File: src/rtl/mac_scan_ctrl.sv
// mac_scan_ctrl -- scan-test initiator for the mac core.
//
// Loads a stimulus pattern into the core scan chain MSB first, drops scan_en
// for a capture window, then unloads the captured response while shifting
// zeros in. The response is compared against a masked expected vector, and
// a saturating count of failed tests is kept.
//
// Ports:
//   clk, rst          rising-edge clock, asynchronous active-low reset
//   start, abort      test request (sampled in IDLE) / cancel running test
//   pattern           stimulus vector, latched when start is accepted
//   expected, mask    expected response and compare mask (1 = compared)
//   scan_so           serial data returning from the core scanout
//   scan_en, scan_si  scan-enable and serial data driven to the core
//   busy              test in LOAD/CAPTURE/UNLOAD
//   done              one-cycle pulse, response/fail valid
//   fail, response    result of the last completed test (held until next done)
//   fail_cnt          failed tests since reset, saturating at 255
module mac_scan_ctrl #(
    parameter int CHAIN_LEN   = 32,
    parameter int CAPTURE_CYC = 1
) (
    input  logic                 clk,
    input  logic                 rst,
    input  logic                 start,
    input  logic                 abort,
    input  logic [CHAIN_LEN-1:0] pattern,
    input  logic [CHAIN_LEN-1:0] expected,
    input  logic [CHAIN_LEN-1:0] mask,
    input  logic                 scan_so,
    output logic                 scan_en,
    output logic                 scan_si,
    output logic                 busy,
    output logic                 done,
    output logic                 fail,
    output logic [CHAIN_LEN-1:0] response,
    output logic [7:0]           fail_cnt
);

    // One down-counter times every phase; sized for the longer of the chain
    // and the capture window so a long capture window cannot overflow it.
    localparam int PHASE_MAX = (CAPTURE_CYC > CHAIN_LEN) ? CAPTURE_CYC : CHAIN_LEN;
    localparam int CW        = $clog2(PHASE_MAX + 1);
    localparam logic [CW-1:0] SHIFT_LAST = CW'(CHAIN_LEN - 1);
    localparam logic [CW-1:0] CAP_LAST   = CW'(CAPTURE_CYC - 1);

    typedef enum logic [2:0] {
        S_IDLE,
        S_LOAD,
        S_CAPTURE,
        S_UNLOAD,
        S_DONE
    } state_t;

    state_t               state;
    logic [CW-1:0]        cnt;
    logic [CHAIN_LEN-1:0] pat_sh;   // remaining load bits, next one at MSB
    logic [CHAIN_LEN-1:0] exp_q;
    logic [CHAIN_LEN-1:0] mask_q;
    logic [CHAIN_LEN-1:0] resp_sh;  // unload accumulator; response only updates at done

    logic [CHAIN_LEN-1:0] unload_next;
    logic                 unload_fail;

    assign unload_next = {resp_sh[CHAIN_LEN-2:0], scan_so};
    assign unload_fail = |((unload_next ^ exp_q) & mask_q);

    always_ff @(posedge clk or negedge rst) begin
        if (!rst) begin
            state    <= S_IDLE;
            cnt      <= '0;
            pat_sh   <= '0;
            exp_q    <= '0;
            mask_q   <= '0;
            resp_sh  <= '0;
            scan_en  <= 1'b0;
            scan_si  <= 1'b0;
            busy     <= 1'b0;
            done     <= 1'b0;
            fail     <= 1'b0;
            response <= '0;
            fail_cnt <= '0;
        end else begin
            done <= 1'b0;
            // busy is high exactly in LOAD/CAPTURE/UNLOAD, the states abort acts in;
            // abort wins over phase completion and leaves results untouched.
            if (busy && abort) begin
                state   <= S_IDLE;
                cnt     <= '0;
                scan_en <= 1'b0;
                scan_si <= 1'b0;
                busy    <= 1'b0;
            end else begin
                case (state)
                    S_IDLE: begin
                        if (start) begin
                            pat_sh  <= {pattern[CHAIN_LEN-2:0], 1'b0};
                            exp_q   <= expected;
                            mask_q  <= mask;
                            scan_si <= pattern[CHAIN_LEN-1];
                            scan_en <= 1'b1;
                            busy    <= 1'b1;
                            cnt     <= SHIFT_LAST;
                            state   <= S_LOAD;
                        end
                    end
                    S_LOAD: begin
                        if (cnt == '0) begin
                            state   <= S_CAPTURE;
                            cnt     <= CAP_LAST;
                            scan_en <= 1'b0;
                            scan_si <= 1'b0;
                        end else begin
                            cnt     <= cnt - CW'(1);
                            scan_si <= pat_sh[CHAIN_LEN-1];
                            pat_sh  <= {pat_sh[CHAIN_LEN-2:0], 1'b0};
                        end
                    end
                    S_CAPTURE: begin
                        if (cnt == '0) begin
                            state   <= S_UNLOAD;
                            cnt     <= SHIFT_LAST;
                            scan_en <= 1'b1;
                        end else begin
                            cnt <= cnt - CW'(1);
                        end
                    end
                    S_UNLOAD: begin
                        // scan_so is the last flop before this edge's shift.
                        resp_sh <= unload_next;
                        if (cnt == '0) begin
                            state    <= S_DONE;
                            cnt      <= '0;
                            scan_en  <= 1'b0;
                            busy     <= 1'b0;
                            done     <= 1'b1;
                            response <= unload_next;
                            fail     <= unload_fail;
                            if (unload_fail && fail_cnt != 8'hFF)
                                fail_cnt <= fail_cnt + 8'd1;
                        end else begin
                            cnt <= cnt - CW'(1);
                        end
                    end
                    S_DONE: begin
                        state <= S_IDLE;
                        cnt   <= '0;
                    end
                    default: begin
                        state   <= S_IDLE;
                        cnt     <= '0;
                        scan_en <= 1'b0;
                        scan_si <= 1'b0;
                        busy    <= 1'b0;
                    end
                endcase
            end
        end
    end

endmodule

File: config.mk
export PLATFORM = sky130hd
export DESIGN_NAME = mac_scan_ctrl
export DESIGN_NICKNAME = d
export VERILOG_FILES = /design/src/rtl/mac_scan_ctrl.sv
export SDC_FILE = /design/constraint.sdc
export NUM_CORES = 1
export LEC_CHECK = 0
export ABC_CLOCK_PERIOD_IN_PS = 2300
export CORE_MARGIN = 2
export CORE_UTILIZATION = 44
export DETAILED_ROUTE_END_ITERATION = 12
export PLACE_DENSITY = 0.71
export SLEW_MARGIN = 0
export SYNTH_ARGS = -nofsm -noshare
export SYNTH_HDL_FRONTEND = slang
export SYNTH_SLANG_ARGS = --single-unit
File: constraint.sdc
create_clock -name clk -period 2.3 [get_ports clk]
set_input_delay 0.345 -clock clk [delete_from_list [all_inputs] [get_ports clk]]
set_output_delay 0.345 -clock clk [all_outputs]
set_load 0.02 [all_outputs]
Word level (Yosys, flattened, before mapping)
Cells that the tools add are included.
{"block": "word_totals", "wordCells": 79, "ff_bits": 181, "output_inout_bits": 45, "input_bits": 101}
{"block": "op_classes", "mux": 28, "reduce_logical": 18, "n_addsub": 2, "bitwise": 3, "n_eq_ne": 15}
{"op": "$mux 32", "count": 2}
{"op": "$pmux 32 s2", "count": 1}
{"op": "$and 32x32->32", "count": 1}
{"op": "$reduce_or 32->1", "count": 1}
{"op": "$xor 32x32->32", "count": 1}
{"op": "$mux 6", "count": 4}
{"op": "$pmux 6 s3", "count": 1}
{"op": "$reduce_and 4->1", "count": 4}
{"op": "$mux 3", "count": 5}
{"op": "$ne 3x3->1 const B", "count": 4}
{"op": "$pmux 3 s4", "count": 1}
{"op": "$mux 1", "count": 11}
{"op": "$reduce_and 3->1", "count": 3}
{"op": "$add 8x1->8 const B", "count": 1}
{"op": "$ne 8x8->1 const B", "count": 1}
{"op": "$eq 3x2->1 const B", "count": 2}
{"op": "$logic_not 6->1", "count": 1}
{"op": "$ne 2x2->1 const B", "count": 3}
{"op": "$pmux 1 s3", "count": 2}
{"op": "$reduce_or 3->1", "count": 2}
{"op": "$sub 6x1->6 const B", "count": 1}
{"op": "$ne 2x1->1 const B", "count": 2}
{"op": "$pmux 1 s4", "count": 1}
{"op": "$reduce_and 2->1", "count": 2}
{"op": "8 further kinds", "count": 9}

Logic depth before layout (Yosys ltp)
{"block": "depth", "word_depth": 5, "ltp_mapped": 9, "depth_no_buf": 7}

Worst setup path before layout
No wires, ideal clock.
{"block": "synth_path", "path_type": "reg-to-reg", "startpoint": "register busy", "endpoint": "register fail_cnt[1]", "t_required_ns": 2.172, "path_buffers": 1, "path_stages_with_launch": 8, "synth_period_minus_slack_ns": 1.919, "t_arrival_ns": 1.791, "setup_ns": 0.128, "slack_ns": 0.381, "path_cell_list": "dfrtp_1 > a21oi_2 > and3_1 > buf_4 > nand2_4 > a31o_4 > nor2_2 > mux2_1"}
{"block": "synth_via", "elab_chain_cells": 3}
{"element": "start, declared", "line": "33", "rtl": "output logic busy,"}
{"element": "start signal, assigned", "line": "78", "rtl": "busy <= 1'b0;"}
{"element": "start signal, assigned", "line": "92", "rtl": "busy <= 1'b0;"}
{"element": "start signal, assigned", "line": "102", "rtl": "busy <= 1'b1;"}
{"element": "$logic_and 1x1->1", "line": "87", "rtl": "if (busy && abort) begin"}
{"element": "$not 1->1 (no line)"}
{"element": "$reduce_and 4->1 (no line)"}
{"element": "end signal, assigned", "line": "140", "rtl": "fail_cnt <= fail_cnt + 8'd1;"}
{"element": "end, declared", "line": "37", "rtl": "output logic [7:0] fail_cnt"}
No other way between the ends.
A chain may end at the register's enable or synchronous reset.

Final worst setup path
{"block": "layout_path", "startpoint": "register resp_sh[17]", "endpoint": "register fail_cnt[4]"}
{"block": "layout_via", "elab_chain_cells": 5}
{"element": "start, declared", "line": "60", "rtl": "logic [CHAIN_LEN-1:0] resp_sh;"}
{"element": "start signal, assigned", "line": "130", "rtl": "resp_sh <= unload_next;"}
{"element": "$xor 32x32->32", "line": "66", "rtl": "assign unload_fail = |((unload_next ^ exp_q) & mask_q);"}
{"element": "$and 32x32->32", "line": "66"}
{"element": "$reduce_or 32->1", "line": "66"}
{"element": "$logic_and 1x1->1", "line": "139", "rtl": "if (unload_fail && fail_cnt != 8'hFF)"}
{"element": "$reduce_and 4->1 (no line)"}
No other way between the ends.

==> summary.txt <==
Critical path
  – Crit path max fanout: 6
  – WP data arrival: 2.36 ns
  – Slowest stage cell, crit path: dfrtp_1
  – Setup slack, reg-to-reg: 0.22 ns
  – CP peak stage delay: ~0.42 ns
  – R2r worst-path depth: 7
  – CP startpoint kind: flop
  – Critical path type: flop to flop
  – CP endpoint kind: flop
  – Crit path cell chain: xor2_1, a22oi_1, nand4_1, nor4_4, buf_4, nor3_1, xor2_1
  – Top cell by count, worst path: xor2_1
  – Worst flop-to-flop path startpoint: resp_sh[17]
  – Critical R2R Capture: fail_cnt[4]
  – Req. time, crit path: between 2 and 3 ns

Timing
  – Pins Over Slew Limit: 0
  – Highest clock rate: 0.4814 GHz
  – Period utilisation layout: 90.31%
  – Worst-Margin Slew: roughly 0.65 ns
  – Hold Vio Cnt, Final: 0
  – RSZ-0062 raised after global routing: no
  – Post-Route Setup TNS: 0 ns
  – Rel. slew slack: a little under three fifths
  – Min Hold Slack: 0.4650 ns
  – Setup Skew: 0.01018 ns
  – Fin crit period: 2.077 ns
  – Final setup violation count: 0

Run
  – Max-cap check violation count: 0

Die
  – Die boundary height: 136.3 um
  – Starting Density: 44.82%
  – Num rows: 48
  – Core ar.: 17180 um^2
  – Die area: 18570 um^2
  – IO Count: between 100 and 150
  – Die X: 136.3 um

Synthesis
  – EDFF count, synth: 0
  – Flops & latches, synth: 180
  – Yosys Warn Count: 0
  – Cells after Synth: roughly 580
  – Sequential share of the synthesized area: around 59%
  – Ys async rst share: 100.0%
  – Main flop type after synthesis: dfrtp_1
  – Mapped Avg Cell Area: between 10 and 15 um^2
  – Post-Syn Nets: ~690
  – Synth cell types: 38
  – Post-Syn Area: 7699 um^2

Clock tree
  – # Post-CTS Setup Buffers: 0
  – CTS Buf Count: 17
  – Clk Tree Root Cell: clkbuf_16
  – CTS tree: yes
  – H-Tree Depth: 4
  – Post-CTS Resized: 0
  – Clock latency on the worst-skew pair: between 0.4 and 0.5 ns
  – # hold bufs at CTS: 1
  – CTS clk-pin slew, worst paths: ~0.06 ns
  – CTS sink count: 180
  – Clock Tree Buf Depth: 2

GRT
  – Initial antenna violation count: 0
  – Total GRT Usage: 19.17%
  – Largest net degree at the start of global routing: 57
  – First-pass GRT wire length: 27.11 mm
  – Vias in the first global route: between 5000 and 6000
  – Overflow after GRT: 0

Worst hold path
  – Hold crit path type: input port to async pin

Pwr
  – Max VDD drop: roughly 0.63 mV
  – Sw Pwr: roughly 3.9 mW
  – Switching share of power: 31.66%
  – Seq pwr share: 40.6%
  – Clock share of power: 25.6%
  – Internal power: 8.361 mW
  – Leak: 4.674 nW
  – Comb pwr share: 33.8%
  – PwrDens: roughly 1200 nW/um^2

Final layout
  – Commonest non-fill, non-tap cell in the layout: dfrtp_1
  – Diodes inserted: 0
  – Final nets: 839
  – Area Overhead vs Synth: 32.24%
  – Finished Cell Area: 10180 um^2
  – # fillers: 1375
  – Share of cells above drive strength 1: approximately a quarter
  – Leading cell types in the layout, fill and taps excluded: dfrtp_1, clkdlybuf4s50_1, mux2_2

Placed design
  – RePlAce Congestion: 0.7872
  – I/O Buffers: between 100 and 150
  – HPWL after detailed placement: 12.29 mm
  – Dpl cell area: 9528 um^2

Drt
  – Post-route ant nets: 0
  – Final WL: 17.25 mm
  – Via density: around 5.2
  – Wire per inst: 17.72 um
  – DR DRC count: 0
  – DRT Pass-1 Iters: 4
  – Drt initial violations: between 150 and 200
  – Via count: about 5000

Run status
  – Status: finished clean
-- synth_stat cells, types with 2 or more instances --
cell type | instances | area, um^2
dfrtp_1 | 180 | 4504
and2_1 | 2 | 12.51
nor4_1 | 4 | 25.02
a31oi_1 | 2 | 12.51
mux2i_1 | 30 | 300.3
ha_1 | 3 | 37.54
inv_1 | 8 | 30.03
nand2_1 | 11 | 41.29
a21oi_1 | 37 | 185.2
nand2b_1 | 4 | 25.02
nor3b_1 | 2 | 15.01
o22ai_1 | 2 | 12.51
xor2_1 | 40 | 350.3
a22oi_1 | 17 | 127.6
o21ai_0 | 11 | 55.05
and3_1 | 4 | 25.02
nand3_1 | 7 | 35.03
mux2_2 | 127 | 1430
clkbuf_1 | 5 | 18.77
a21o_1 | 2 | 15.01
nor3_1 | 3 | 15.01
nor2_1 | 42 | 157.7
nand4_1 | 4 | 25.02
buf_2 | 21 | 105.1
-- stage by stage --
stage / utilization (%) / power (mW) / setup WS, ns / instances
after floorplan: - / 7.806 / 0.3813 / 582
after CTS: 59.27 / 12.38 / 0.2121 / 973
after global routing: 59.27 / 12.98 / 0.09104 / 973
after global placement: 55.47 / 8.944 / 0.1400 / 940
final: 59.27 / 12.24 / 0.2228 / 973
after detailed placement: 55.47 / 9.183 / 0.07930 / 940
-- layer usage --
layer	global-route usage [%]	routed length, um	up-vias
met4	5.266	170	0
met3	4.325	825	14
met1	25.69	7880	2518
met2	31.49	8368	136
met5	0	0	-
li1	-	-	2351
-- layout make-up --
cell class / instances / area (um^2) / share of cell area [%]
tap: 225 / 281.5 / 2.765
multi-input combinational: 367 / 3059 / 30.05
clock buffer: 23 / 467.9 / 4.596
clock inverter: 9 / 175.2 / 1.721
inverter: 8 / 30.03 / 0.2949
sequential: 180 / 4504 / 44.24
timing repair buffer: 161 / 1663 / 16.33
-- cell families after synthesis --
family	Yosys count	share of synthesized area, %
AOI/OAI and AO/OA	77	6.062
xor gates and xnor gates	41	4.664
adders and majority gates	3	0.4876
buffers and inverters	35	2.097
DFF	180	58.51
muxes	158	22.62
and+or+nand+nor	88	5.558
-- worst max-delay path: cells and delay by family, from the launching register on --
family	cells	cell delay, ns
compound gates	1	0.34
xor+xnor	2	0.31
buf+inv	1	0.21
flops	1	0.42
simple gates	3	0.68
-- registers in the layout (all words and copies together), names as in the netlist, 3 cells and up --
signal    flops
cnt           6
exp_q        32
fail_cnt      8
mask_q       32
pat_sh       31
resp_sh      31
response     32
state         3
-- how the worst max path moves through the flow --
| stage | start | endpoint | slack, ns | depth (start not counted) |
|---|---|---|---|---|
| floorplan | busy | fail_cnt[1] | 0.38 | 7 |
| global placement | scan_so | fail_cnt[7] | 0.14 | 8 |
| detailed placement | scan_so | fail_cnt[4] | 0.08 | 8 |
| CTS | resp_sh[17] | fail_cnt[4] | 0.21 | 7 |
| global route | resp_sh[17] | fail_cnt[4] | 0.09 | 7 |
| finish | resp_sh[17] | fail_cnt[4] | 0.22 | 7 |
-- power by group through the flow --
| stage | sequential [mW] | clock (mW) | combinational (mW) |
|---|---|---|---|
| 2_1_floorplan | 4.86 | 0 | 2.95 |
| 3_3_place_gp | 4.94 | 0 | 4.00 |
| 3_5_place_dp | 5.01 | 0 | 4.17 |
| 4_1_cts | 4.97 | 3.21 | 4.20 |
| 5_1_grt | 5.10 | 3.34 | 4.54 |
| 6_report | 4.97 | 3.14 | 4.13 |
Note: power is estimated with default switching activity, not from simulation.
